`config.mk`:
```
export PLATFORM = sky130hd
export DESIGN_NAME = mips32_fetch_queue_flat
export DESIGN_NICKNAME = d
export VERILOG_FILES = /design/src/rtl/mips32_pkg.sv /design/src/rtl/mips32_fetch_queue_if.sv /design/src/rtl/mips32_sync_fifo.sv /design/src/rtl/mips32_fetch_queue.sv /design/src/flat_wrapper.sv
export SDC_FILE = /design/constraint.sdc
export NUM_CORES = 1
export LEC_CHECK = 0
export CORE_MARGIN = 10
export CORE_UTILIZATION = 58
export CTS_CLUSTER_DIAMETER = 80
export CTS_CLUSTER_SIZE = 24
export DETAILED_ROUTE_END_ITERATION = 7
export GPL_TIMING_DRIVEN = 0
export PLACE_DENSITY = 0.81
export SLEW_MARGIN = 10
export SYNTH_ARGS = -nofsm -noshare
export SYNTH_HDL_FRONTEND = slang
export SYNTH_SLANG_ARGS = --single-unit
export TNS_END_PERCENT = 1
```
`constraint.sdc`:
```
create_clock -name clk -period 9.12 [get_ports clk]
set_clock_uncertainty 0.15 [all_clocks]
set_input_delay 1.824 -clock clk [delete_from_list [all_inputs] [get_ports clk]]
set_output_delay 1.824 -clock clk [all_outputs]
set_load 0.01 [all_outputs]
```
`src/rtl/mips32_pkg.sv`:
```
// Shared mips32 definitions: opcodes, instruction classes, field positions,
// widths and the fetch front-end state type.
package mips32_pkg;

   localparam int WORD_W      = 32;
   localparam int IMEM_ADDR_W = 10;

   typedef enum logic [5:0] {
      OP_ADD   = 6'b000000,
      OP_SUB   = 6'b000001,
      OP_AND   = 6'b000010,
      OP_OR    = 6'b000011,
      OP_SLT   = 6'b000100,
      OP_MUL   = 6'b000101,
      OP_LW    = 6'b001000,
      OP_SW    = 6'b001001,
      OP_ADDI  = 6'b001010,
      OP_SUBI  = 6'b001011,
      OP_SLTI  = 6'b001100,
      OP_BNEQZ = 6'b001101,
      OP_BEQZ  = 6'b001110,
      OP_HLT   = 6'b111111
   } opcode_t;

   typedef enum logic [2:0] {
      TYPE_RR_ALU,
      TYPE_RM_ALU,
      TYPE_LOAD,
      TYPE_STORE,
      TYPE_BRANCH,
      TYPE_HALT
   } instr_type_t;

   localparam int OPCODE_MSB = 31;
   localparam int OPCODE_LSB = 26;
   localparam int RS_MSB     = 25;
   localparam int RS_LSB     = 21;
   localparam int RT_MSB     = 20;
   localparam int RT_LSB     = 16;
   localparam int RD_MSB     = 15;
   localparam int RD_LSB     = 11;
   localparam int IMM_MSB    = 15;
   localparam int IMM_LSB    = 0;

   typedef enum logic {
      FETCH,
      HALTED
   } fetch_state_t;

   function automatic instr_type_t instr_type(input logic [5:0] op);
      case (op)
         OP_ADD, OP_SUB, OP_AND, OP_OR, OP_SLT, OP_MUL: return TYPE_RR_ALU;
         OP_ADDI, OP_SUBI, OP_SLTI:                     return TYPE_RM_ALU;
         OP_LW:                                         return TYPE_LOAD;
         OP_SW:                                         return TYPE_STORE;
         OP_BNEQZ, OP_BEQZ:                             return TYPE_BRANCH;
         default:                                       return TYPE_HALT;
      endcase
   endfunction

   // Event counters stick at all-ones instead of wrapping.
   function automatic logic [31:0] sat_add32(input logic [31:0] a, input logic [31:0] b);
      logic [32:0] sum;
      sum = {1'b0, a} + {1'b0, b};
      return sum[32] ? 32'hFFFF_FFFF : sum[31:0];
   endfunction

endpackage

```
`src/rtl/mips32_fetch_queue_if.sv`:
```
// Fetch front-end bundle: instruction memory request/response, IF->ID
// handshake and the EX redirect/halt controls.
interface mips32_fetch_queue_if
   import mips32_pkg::*;
#(
   parameter int ADDR_W = IMEM_ADDR_W
);
   logic              imem_req;
   logic [ADDR_W-1:0] imem_addr;
   logic              imem_gnt;
   logic              imem_rvalid;
   logic [WORD_W-1:0] imem_rdata;
   logic              if_valid;
   logic              if_ready;
   logic [WORD_W-1:0] if_ir;
   logic [ADDR_W-1:0] if_npc;
   logic              redirect;
   logic [ADDR_W-1:0] redirect_pc;
   logic              halt;

   modport master (
      output imem_req, imem_addr, if_valid, if_ir, if_npc,
      input  imem_gnt, imem_rvalid, imem_rdata, if_ready, redirect, redirect_pc, halt
   );

   modport slave (
      input  imem_req, imem_addr, if_valid, if_ir, if_npc,
      output imem_gnt, imem_rvalid, imem_rdata, if_ready, redirect, redirect_pc, halt
   );
endinterface

```
`src/rtl/mips32_sync_fifo.sv`:
```
// Registered synchronous FIFO with flush; a push into a full FIFO is only
// accepted when a pop frees the head slot in the same cycle.
module mips32_sync_fifo #(
   parameter  int WIDTH = 42,
   parameter  int DEPTH = 4,
   localparam int CNT_W = $clog2(DEPTH + 1),
   localparam int PTR_W = $clog2(DEPTH)
) (
   input  logic             clk,
   input  logic             rst,
   input  logic             push,
   input  logic             pop,
   input  logic             flush,
   input  logic [WIDTH-1:0] wdata,
   output logic [WIDTH-1:0] rdata,
   output logic [CNT_W-1:0] count,
   output logic             full,
   output logic             empty
);
   logic [WIDTH-1:0] mem [DEPTH];
   logic [PTR_W-1:0] wr_ptr;
   logic [PTR_W-1:0] rd_ptr;
   logic             do_push;
   logic             do_pop;

   assign full    = (count == CNT_W'(DEPTH));
   assign empty   = (count == '0);
   assign do_push = push && (!full || pop);
   assign do_pop  = pop && !empty;
   assign rdata   = mem[rd_ptr];

   always_ff @(posedge clk or posedge rst) begin
      if (rst) begin
         wr_ptr <= '0;
         rd_ptr <= '0;
         count  <= '0;
         for (int i = 0; i < DEPTH; i++) mem[i] <= '0;
      end else if (flush) begin
         wr_ptr <= '0;
         rd_ptr <= '0;
         count  <= '0;
      end else begin
         if (do_push) begin
            mem[wr_ptr] <= wdata;
            wr_ptr      <= wr_ptr + PTR_W'(1);
         end
         if (do_pop) rd_ptr <= rd_ptr + PTR_W'(1);
         count <= count + CNT_W'(do_push) - CNT_W'(do_pop);
      end
   end
endmodule

```
`src/rtl/mips32_fetch_queue.sv`:
```
// mips32 instruction fetch front end: PC, imem request issue, response FIFO.
// Optional FETCH_STATS_EN adds saturating fetch/flush/stall counters.
module mips32_fetch_queue
   import mips32_pkg::*;
#(
   parameter int                DEPTH    = 4,
   parameter int                ADDR_W   = 10,
   parameter logic [ADDR_W-1:0] PC_RESET = '0
) (
   input logic                  clk,
   input logic                  rst,
   mips32_fetch_queue_if.master bus
`ifdef FETCH_STATS_EN
   ,
   output logic [31:0]          stat_fetched,
   output logic [31:0]          stat_flushed,
   output logic [31:0]          stat_stall
`endif
);
   localparam int CNT_W   = $clog2(DEPTH + 1);
   localparam int SUM_W   = CNT_W + 1;
   localparam int PTR_W   = $clog2(DEPTH);
   localparam int ENTRY_W = WORD_W + ADDR_W;

   fetch_state_t      state;
   logic [ADDR_W-1:0] pc;
   logic [CNT_W-1:0]  outstanding;
   logic [CNT_W-1:0]  outstanding_nxt;
   logic [CNT_W-1:0]  discard;
   logic [CNT_W-1:0]  fifo_count;
   logic [SUM_W-1:0]  in_flight;
   logic [ADDR_W-1:0] npc_ring [DEPTH];
   logic [PTR_W-1:0]  ring_wr;
   logic [PTR_W-1:0]  ring_rd;
   logic              issue;
   logic              resp_take;
   logic              push;
   logic              pop;
   logic              fifo_full;
   logic              fifo_empty;
   logic [ENTRY_W-1:0] head;

   // Buffered words plus requests in flight never exceed DEPTH, so every response has a slot.
   assign in_flight       = {1'b0, fifo_count} + {1'b0, outstanding};
   assign bus.imem_req    = !rst && (state == FETCH) && !bus.redirect && (in_flight < SUM_W'(DEPTH));
   assign bus.imem_addr   = pc;
   assign issue           = bus.imem_req && bus.imem_gnt;
   assign resp_take       = bus.imem_rvalid && (outstanding != '0);
   assign push            = resp_take && (discard == '0) && !bus.redirect;
   assign pop             = !fifo_empty && bus.if_ready && !bus.redirect;
   assign outstanding_nxt = outstanding + CNT_W'(issue) - CNT_W'(resp_take);
   assign bus.if_valid    = !fifo_empty;
   assign bus.if_ir       = head[ENTRY_W-1 -: WORD_W];
   assign bus.if_npc      = head[ADDR_W-1:0];

   // Redirect restarts fetch and marks every response still in flight as stale.
   always_ff @(posedge clk or posedge rst) begin
      if (rst) begin
         state       <= FETCH;
         pc          <= PC_RESET;
         outstanding <= '0;
         discard     <= '0;
         ring_wr     <= '0;
         ring_rd     <= '0;
      end else begin
         if (bus.redirect)  state <= FETCH;
         else if (bus.halt) state <= HALTED;

         if (bus.redirect) pc <= bus.redirect_pc;
         else if (issue)   pc <= pc + ADDR_W'(1);

         outstanding <= outstanding_nxt;

         if (bus.redirect)                    discard <= outstanding_nxt;
         else if (resp_take && discard != '0) discard <= discard - CNT_W'(1);

         if (issue)     ring_wr <= ring_wr + PTR_W'(1);
         if (resp_take) ring_rd <= ring_rd + PTR_W'(1);
      end
   end

   always_ff @(posedge clk) begin
      if (issue) npc_ring[ring_wr] <= pc + ADDR_W'(1);
   end

   mips32_sync_fifo #(
      .WIDTH (ENTRY_W),
      .DEPTH (DEPTH)
   ) u_fifo (
      .clk   (clk),
      .rst   (rst),
      .push  (push),
      .pop   (pop),
      .flush (bus.redirect),
      .wdata ({bus.imem_rdata, npc_ring[ring_rd]}),
      .rdata (head),
      .count (fifo_count),
      .full  (fifo_full),
      .empty (fifo_empty)
   );

   // A response with nothing outstanding is a memory protocol error and is ignored.
   assert property (@(posedge clk) disable iff (rst) bus.imem_rvalid |-> (outstanding != '0));
   assert property (@(posedge clk) disable iff (rst) push |-> !fifo_full);

`ifdef FETCH_STATS_EN
   // Flush losses count both cleared entries and every response dropped as stale.
   always_ff @(posedge clk or posedge rst) begin
      if (rst) begin
         stat_fetched <= '0;
         stat_flushed <= '0;
         stat_stall   <= '0;
      end else begin
         stat_fetched <= sat_add32(stat_fetched, 32'(push));
         stat_flushed <= sat_add32(stat_flushed,
                                   (bus.redirect ? 32'(fifo_count) : 32'd0) +
                                   32'(resp_take && (discard != '0 || bus.redirect)));
         stat_stall   <= sat_add32(stat_stall,
                                   32'((state == FETCH) && !bus.imem_req && !bus.redirect));
      end
   end
`endif
endmodule
```
`src/flat_wrapper.sv`:
```
// flat-port wrapper written by rule: the top's interface ports become plain ports
module mips32_fetch_queue_flat import mips32_pkg::*;
#(
   parameter int                DEPTH    = 4,
   parameter int                ADDR_W   = 10,
   parameter logic [ADDR_W-1:0] PC_RESET = '0
)
  (clk, rst, bus_imem_req, bus_imem_addr, bus_if_valid, bus_if_ir, bus_if_npc, bus_imem_gnt, bus_imem_rvalid, bus_imem_rdata, bus_if_ready, bus_redirect, bus_redirect_pc, bus_halt);
  mips32_fetch_queue_if #(.ADDR_W(ADDR_W)) bus_i ();
  input logic clk;
  input logic rst;
  output wire logic [$bits(bus_i.imem_req)-1:0] bus_imem_req;
  output wire logic [$bits(bus_i.imem_addr)-1:0] bus_imem_addr;
  output wire logic [$bits(bus_i.if_valid)-1:0] bus_if_valid;
  output wire logic [$bits(bus_i.if_ir)-1:0] bus_if_ir;
  output wire logic [$bits(bus_i.if_npc)-1:0] bus_if_npc;
  input wire logic [$bits(bus_i.imem_gnt)-1:0] bus_imem_gnt;
  input wire logic [$bits(bus_i.imem_rvalid)-1:0] bus_imem_rvalid;
  input wire logic [$bits(bus_i.imem_rdata)-1:0] bus_imem_rdata;
  input wire logic [$bits(bus_i.if_ready)-1:0] bus_if_ready;
  input wire logic [$bits(bus_i.redirect)-1:0] bus_redirect;
  input wire logic [$bits(bus_i.redirect_pc)-1:0] bus_redirect_pc;
  input wire logic [$bits(bus_i.halt)-1:0] bus_halt;
  assign bus_imem_req = bus_i.imem_req;
  assign bus_imem_addr = bus_i.imem_addr;
  assign bus_if_valid = bus_i.if_valid;
  assign bus_if_ir = bus_i.if_ir;
  assign bus_if_npc = bus_i.if_npc;
  assign bus_i.imem_gnt = bus_imem_gnt;
  assign bus_i.imem_rvalid = bus_imem_rvalid;
  assign bus_i.imem_rdata = bus_imem_rdata;
  assign bus_i.if_ready = bus_if_ready;
  assign bus_i.redirect = bus_redirect;
  assign bus_i.redirect_pc = bus_redirect_pc;
  assign bus_i.halt = bus_halt;
  mips32_fetch_queue #(.DEPTH(DEPTH), .ADDR_W(ADDR_W), .PC_RESET(PC_RESET)) u_core (.clk(clk), .rst(rst), .bus(bus_i));
endmodule
```
# Yosys cells after proc, flatten, opt, wreduce, memory -nomap -nowiden
# Memories as Yosys holds them, arrays and structs flattened.
# Cells that the tools add are included.
# Widths: inputs -> output; s select.
dict set report word_totals {
  register_bits 196
  ramBits 40
  inputBits 49
  out_inout_bits 54
  word_cells 81
  n_memories 1
}
dict set report op_classes {
  add_sub_neg 11
  magnitude_cmp 4
  n_eq_ne 1
  mux 19
  bitwise 4
  reduce_logical 28
}
# name words word_bits read_ports rd_clocked_by_memory_dff write_ports line
set memory_table {}
lappend memory_table {u_core.npc_ring 4 10 1 0 1 mips32_fetch_queue.sv:32} ;# logic [ADDR_W-1:0] npc_ring [DEPTH];
# operator n
set op_table {}
lappend op_table {{$bwmux 168} 1}
lappend op_table {{$mux 42} 3}
lappend op_table {{$bmux 42 s2} 1}
lappend op_table {{$demux 42 s2} 1}
lappend op_table {{$mux 10} 2}
lappend op_table {{$logic_and 1x1->1} 13}
lappend op_table {{$add 10x1->10 const B} 1}
lappend op_table {{$reduce_bool 2->1} 5}
lappend op_table {{$mux 3} 3}
lappend op_table {{$add 2x1->2 const B} 4}
lappend op_table {{$mux 2} 4}
lappend op_table {{$add 3x1->3} 2}
lappend op_table {{$ge 3x3->1 const B} 2}
lappend op_table {{$logic_not 3->1} 2}
lappend op_table {{$not 2->3} 2}
lappend op_table {{$reduce_bool 3->1} 2}
lappend op_table {{$sub 3x1->3} 2}
lappend op_table {{$add 3x3->4} 1}
lappend op_table {{$logic_not 1->1} 4}
lappend op_table {{$lt 4x3->1 const B} 1}
lappend op_table {{$mux 1} 4}
lappend op_table {{$eq 3x3->1 const B} 1}
lappend op_table {{$lt 3x1->1 const B} 1}
lappend op_table {{$sub 3x1->3 const B} 1}
lappend op_table {{other kinds (3)} 4}

# Logic depth before layout (Yosys ltp)
dict set report depth {
  depth_word 9
  depth_mapped 12
}

# By module
# A second synthesis with hierarchy kept.
dict set report hier_totals {
  hier_cells 640
  hier_area_um2 10996.8
}
# mod instances cells_per_inst area_per_inst_um2 seq_area_each_um2
set modules_own_cells {}
lappend modules_own_cells {mips32_sync_fifo 1 457 8207.9 4379.2}
lappend modules_own_cells {mips32_fetch_queue 1 183 2788.9 1726.7}

# Least setup slack after synthesis
# Ideal clock, no wire load.
dict set report synth_path {
  path_kind {input to output}
  start {in bus_redirect}
  end {out bus_imem_req}
  t_arrival_ps 2456
  t_required_ps 7146
  slack_ps 4690
  stages 3
  path_buffers 1
  path_cell_list {clkbuf_8 nor4_2 and3_1}
}
dict set report synth_via {
  elab_chain_len 3
}
# item line
set synth_lines {}
lappend synth_lines {{from (decl)} flat_wrapper.sv:21} ;# input wire logic [$bits(bus_i.redirect)-1:0] bus_redirect;
lappend synth_lines {{$logic_not 1->1} mips32_fetch_queue.sv:45} ;# assign bus.imem_req = !rst && (state == FETCH) && !bus.redirect && (in_flight < SUM_W'(DEPTH));
lappend synth_lines {{$logic_and 1x1->1 (2 in series)} mips32_fetch_queue.sv:45}
lappend synth_lines {{to (decl)} flat_wrapper.sv:12} ;# output wire logic [$bits(bus_i.imem_req)-1:0] bus_imem_req;
# No other way between the ends.

# Final worst setup path
dict set report layout_path {
  start {in rst}
  end {out bus_imem_req}
}
dict set report layout_via {
  elab_chain_len 4
}
# item line
set layout_lines {}
lappend layout_lines {{from (decl)} flat_wrapper.sv:11} ;# input logic rst;
lappend layout_lines {{$logic_not 1->1} mips32_fetch_queue.sv:45}
lappend layout_lines {{$logic_and 1x1->1 (3 in series)} mips32_fetch_queue.sv:45}
# No other way between the ends.

==> metrics <==
Top FF cell, synth=sky130_fd_sc_hd__dfrtp_1; area leader, netlist=sky130_fd_sc_hd__dfrtp_1; post-CTS clock slew at the launch and capture registers of the worst setup and hold paths=0.09 ns; average cell area after synthesis=17.4 um^2; count of clock tree sinks=236; Reg2Reg Depth=12; standard-cell row count=50; post-cts hold buffer count=0; width of the chip=158 um; unrepaired setup endpoints after global routing=false; Min Clock Period, post-route=~5.2 ns; final setup violating endpoints=0; portion of the post-synthesis area used by sequential elements=between 50% and 60%; final wirelength=21.5 mm; library cell contributing the largest single delay on the critical path=sky130_fd_sc_hd__clkdlybuf4s50_1; via count of the first global-routing pass=6501; CORE AREA=0.0187 mm^2; Worst Tran Pin Value=a little under 0.8 ns; worst reg2reg path startpoint=u_core.outstanding[2]$_DFF_PP0_; number of vias per cell=just under 6; Worst-Skew Late Latency=0.47 ns; Routed WL per cell=21.7 um; number of detailed-route iterations in the first pass=4; wire length of the first global-routing pass=~36 mm; fraction of layout cells with a size suffix above 1=36.1%; TritonCTS buffer count=14; critical path class=in -> out; Pwr Total=0.00337 W; pin count of the biggest net entering global routing=102; delay-heaviest family, CP=buffers and inverters; count of nets after finishing=821; # fillers=between 1000 and 1500; Die Ht=158 um; Warnings, synthesis=0; number of gates on the worst path with buffers counted=4; class of the worst hold path=reg -> reg; remaining global-route overflow=0; Starting Density=59.1%; I/O Pins=a little over 100; most common cell after layout, fill and taps aside=sky130_fd_sc_hd__dfrtp_1; distinct cell type count of the synthesized netlist=45; number of flops mapped to enable cells by yosys=40; max_cap viols=0; Slew headroom=a little under half; highest attainable clock frequency=191 MHz; clock tree from TritonCTS=built; diode count=0; worst-path fanout max=3; Yosys top cell area share=44.4%; period utilisation layout=57.5%; worst endpoint required time=7.15 ns; critical path's most frequent cell=sky130_fd_sc_hd__clkdlybuf4s50_1; routability cong.=0.857; vias after detailed routing=5741; total leakage power=5.92 nW; number of buffers between clock root and the deepest sink=3; cells taking the most area after synthesis=sky130_fd_sc_hd__dfrtp_1 44%, sky130_fd_sc_hd__mux2_4 16%, sky130_fd_sc_hd__edfxtp_1 11%, sky130_fd_sc_hd__mux4_2 11%, sky130_fd_sc_hd__mux2_2 5.0%; number of buffers inserted by post-CTS setup repair=0; power per cell area=roughly 260 mW/mm^2; crit path buf inv count=2; Peak supply drop=between 0.00015 and 0.0002 V; data arrival time of the critical path=3.27 ns; Setup TNS=0 ns; synthesis-to-finish area growth=16.1%; cell depth of the worst hold path=1; hold path startpoint=u_core.u_fifo.mem[127]$_DFFE_PP0P_; total nets after synthesis=703; crit path cell chain=clkdlybuf4s50_1 -> nor2_1 -> and3_1 -> clkdlybuf4s50_1; post-cts resize count=0; number of storage elements in the synthesis netlist=roughly 240; total global routing track utilization=17.8%; Worst Setup End Kind=primary output; Slew Viols, Final=0; violation count after the first detailed-routing iteration=287; Total Die Area=0.0250 mm^2; post-synthesis cell area=0.0110 mm^2; antenna viol nets, final=0; run status=complete, no violations; most frequent cells in the layout=196 x sky130_fd_sc_hd__dfrtp_1, 120 x sky130_fd_sc_hd__mux2_4, 101 x sky130_fd_sc_hd__clkdlybuf4s50_1; number of antenna violations at the first check in global routing=0; type of element launching the critical path=primary input; hold violation total from the final report=0; share of flip-flops with an asynchronous set or reset after synthesis=83.1%; Residual DRC=0; cell at the root of the clock tree=sky130_fd_sc_hd__clkbuf_16; min setup slack post-route=3.87 ns; number of H-tree branching levels=1; Critical Path Source=rst; PortBufs=101; pre-CTS setup slack=between 3 and 4 ns; half-perimeter wire length after placement=14.9 mm; Synth Instances=635; largest incremental delay on the critical path=0.54 ns
-- logic make-up (layout without fill, tap and decap cells) --
group | count (synthesis) | count (layout) | synth area share (%)
AO/OA/AOI/OAI | 23 | 23 | 1.69
multiplexers | 223 | 223 | 32.1
AND/OR/NAND/NOR | 60 | 60 | 3.22
buffers and inverters | 55 | 180 | 3.96
flip-flops | 236 | 236 | 55.3
adder cells (fa/ha/maj) | 19 | 19 | 2.29
XOR/XNOR | 19 | 19 | 1.51
-- worst paths after layout --
kind | end | slack, ns
max in group asynchronous | u_core.u_fifo.mem[61]$_DFFE_PP0P_ | 6.13
min in group asynchronous | u_core.u_fifo.count[2]$_DFF_PP0_ | 1.77
max | bus_imem_req | 3.87
max reg2reg | u_core.discard[2]$_DFFE_PP0P_ | 5.71
min | u_core.u_fifo.mem[127]$_DFFE_PP0P_ | 0.36
min reg2reg | u_core.u_fifo.mem[127]$_DFFE_PP0P_ | 0.36
-- per-layer routing --
layer  vias up  GRT usage [%]  part of all wire, %
li1       2585              -                    -
met1      3011           23.2                   43
met2       126           30.7                   51
met3        19           3.36                  5.0
met4         0           3.31                  1.1
met5         -              0                    0
-- area by class of cell --
| cell class | instances | area (um^2) | area share [%] |
|---|---|---|---|
| inverter | 20 | 85.1 | 0.663 |
| clock buffer | 19 | 400 | 3.12 |
| timing repair buffer | 102 | 1040 | 8.10 |
| tap | 234 | 293 | 2.28 |
| clock inverter | 4 | 37.5 | 0.293 |
| buffer | 35 | 360 | 2.81 |
| multi-input combinational | 344 | 4510 | 35.1 |
| sequential | 236 | 6110 | 47.6 |
-- stage by stage --
stage / util [%] / cell area [um^2] / cells / hold WS, ns
2_1_floorplan: - / 11000 / 635 / 0.324
4_1_cts: 68.6 / 12800 / 994 / 0.362
3_5_place_dp: 66.2 / 12400 / 971 / 0.337
6_report: 68.6 / 12800 / 994 / 0.363
5_1_grt: 68.6 / 12800 / 994 / 0.374
3_3_place_gp: 66.0 / 12400 / 970 / 0.331
-- synthesized netlist by cell type (all sizes together) (2+ instances only) --
| master | count |
|---|---|
| a21o | 2 |
| a21oi | 3 |
| a221o | 6 |
| and2 | 6 |
| and3 | 2 |
| buf | 24 |
| clkbuf | 11 |
| dfrtp | 196 |
| edfxtp | 40 |
| fa | 2 |
| ha | 17 |
| inv | 20 |
| mux2 | 169 |
| mux2i | 2 |
| mux4 | 52 |
| nand2 | 13 |
| nand3 | 7 |
| nand4 | 2 |
| nor2 | 17 |
| nor3 | 2 |
| nor3b | 2 |
| nor4 | 2 |
| nor4b | 2 |
| o21ai | 3 |
| o21bai | 2 |
| or3 | 3 |
| xnor2 | 12 |
| xor2 | 7 |
-- report_power, final --
part / internal [W] / switching (W) / total [W]
clock network: 0.000316 / 0.000342 / 0.000658
logic: 0.000754 / 0.000516 / 0.00127
registers: 0.00130 / 0.000138 / 0.00144
-- worst register-to-register path: cells and delay by family, from the launching register on --
family | cells | cell delay (ns)
AO/OA/AOI/OAI | 1 | 0.11
XOR/XNOR | 2 | 0.36
adder cells (fa/ha/maj) | 3 | 0.86
buffers and inverters | 3 | 0.59
flip-flops | 1 | 0.45
AND/OR/NAND/NOR | 3 | 0.80
-- sequential cells by signal, indices dropped and copies added (netlist names) --
register	flops
u_core.u_fifo.mem	168
u_core.npc_ring	40
u_core.bus.imem_addr	10
u_core.discard	3
u_core.outstanding	3
u_core.u_fifo.count	3
u_core.ring_rd	2
u_core.ring_wr	2
u_core.u_fifo.rd_ptr	2
u_core.u_fifo.wr_ptr	2
u_core.state	1
(Power assumes the default switching activity.)
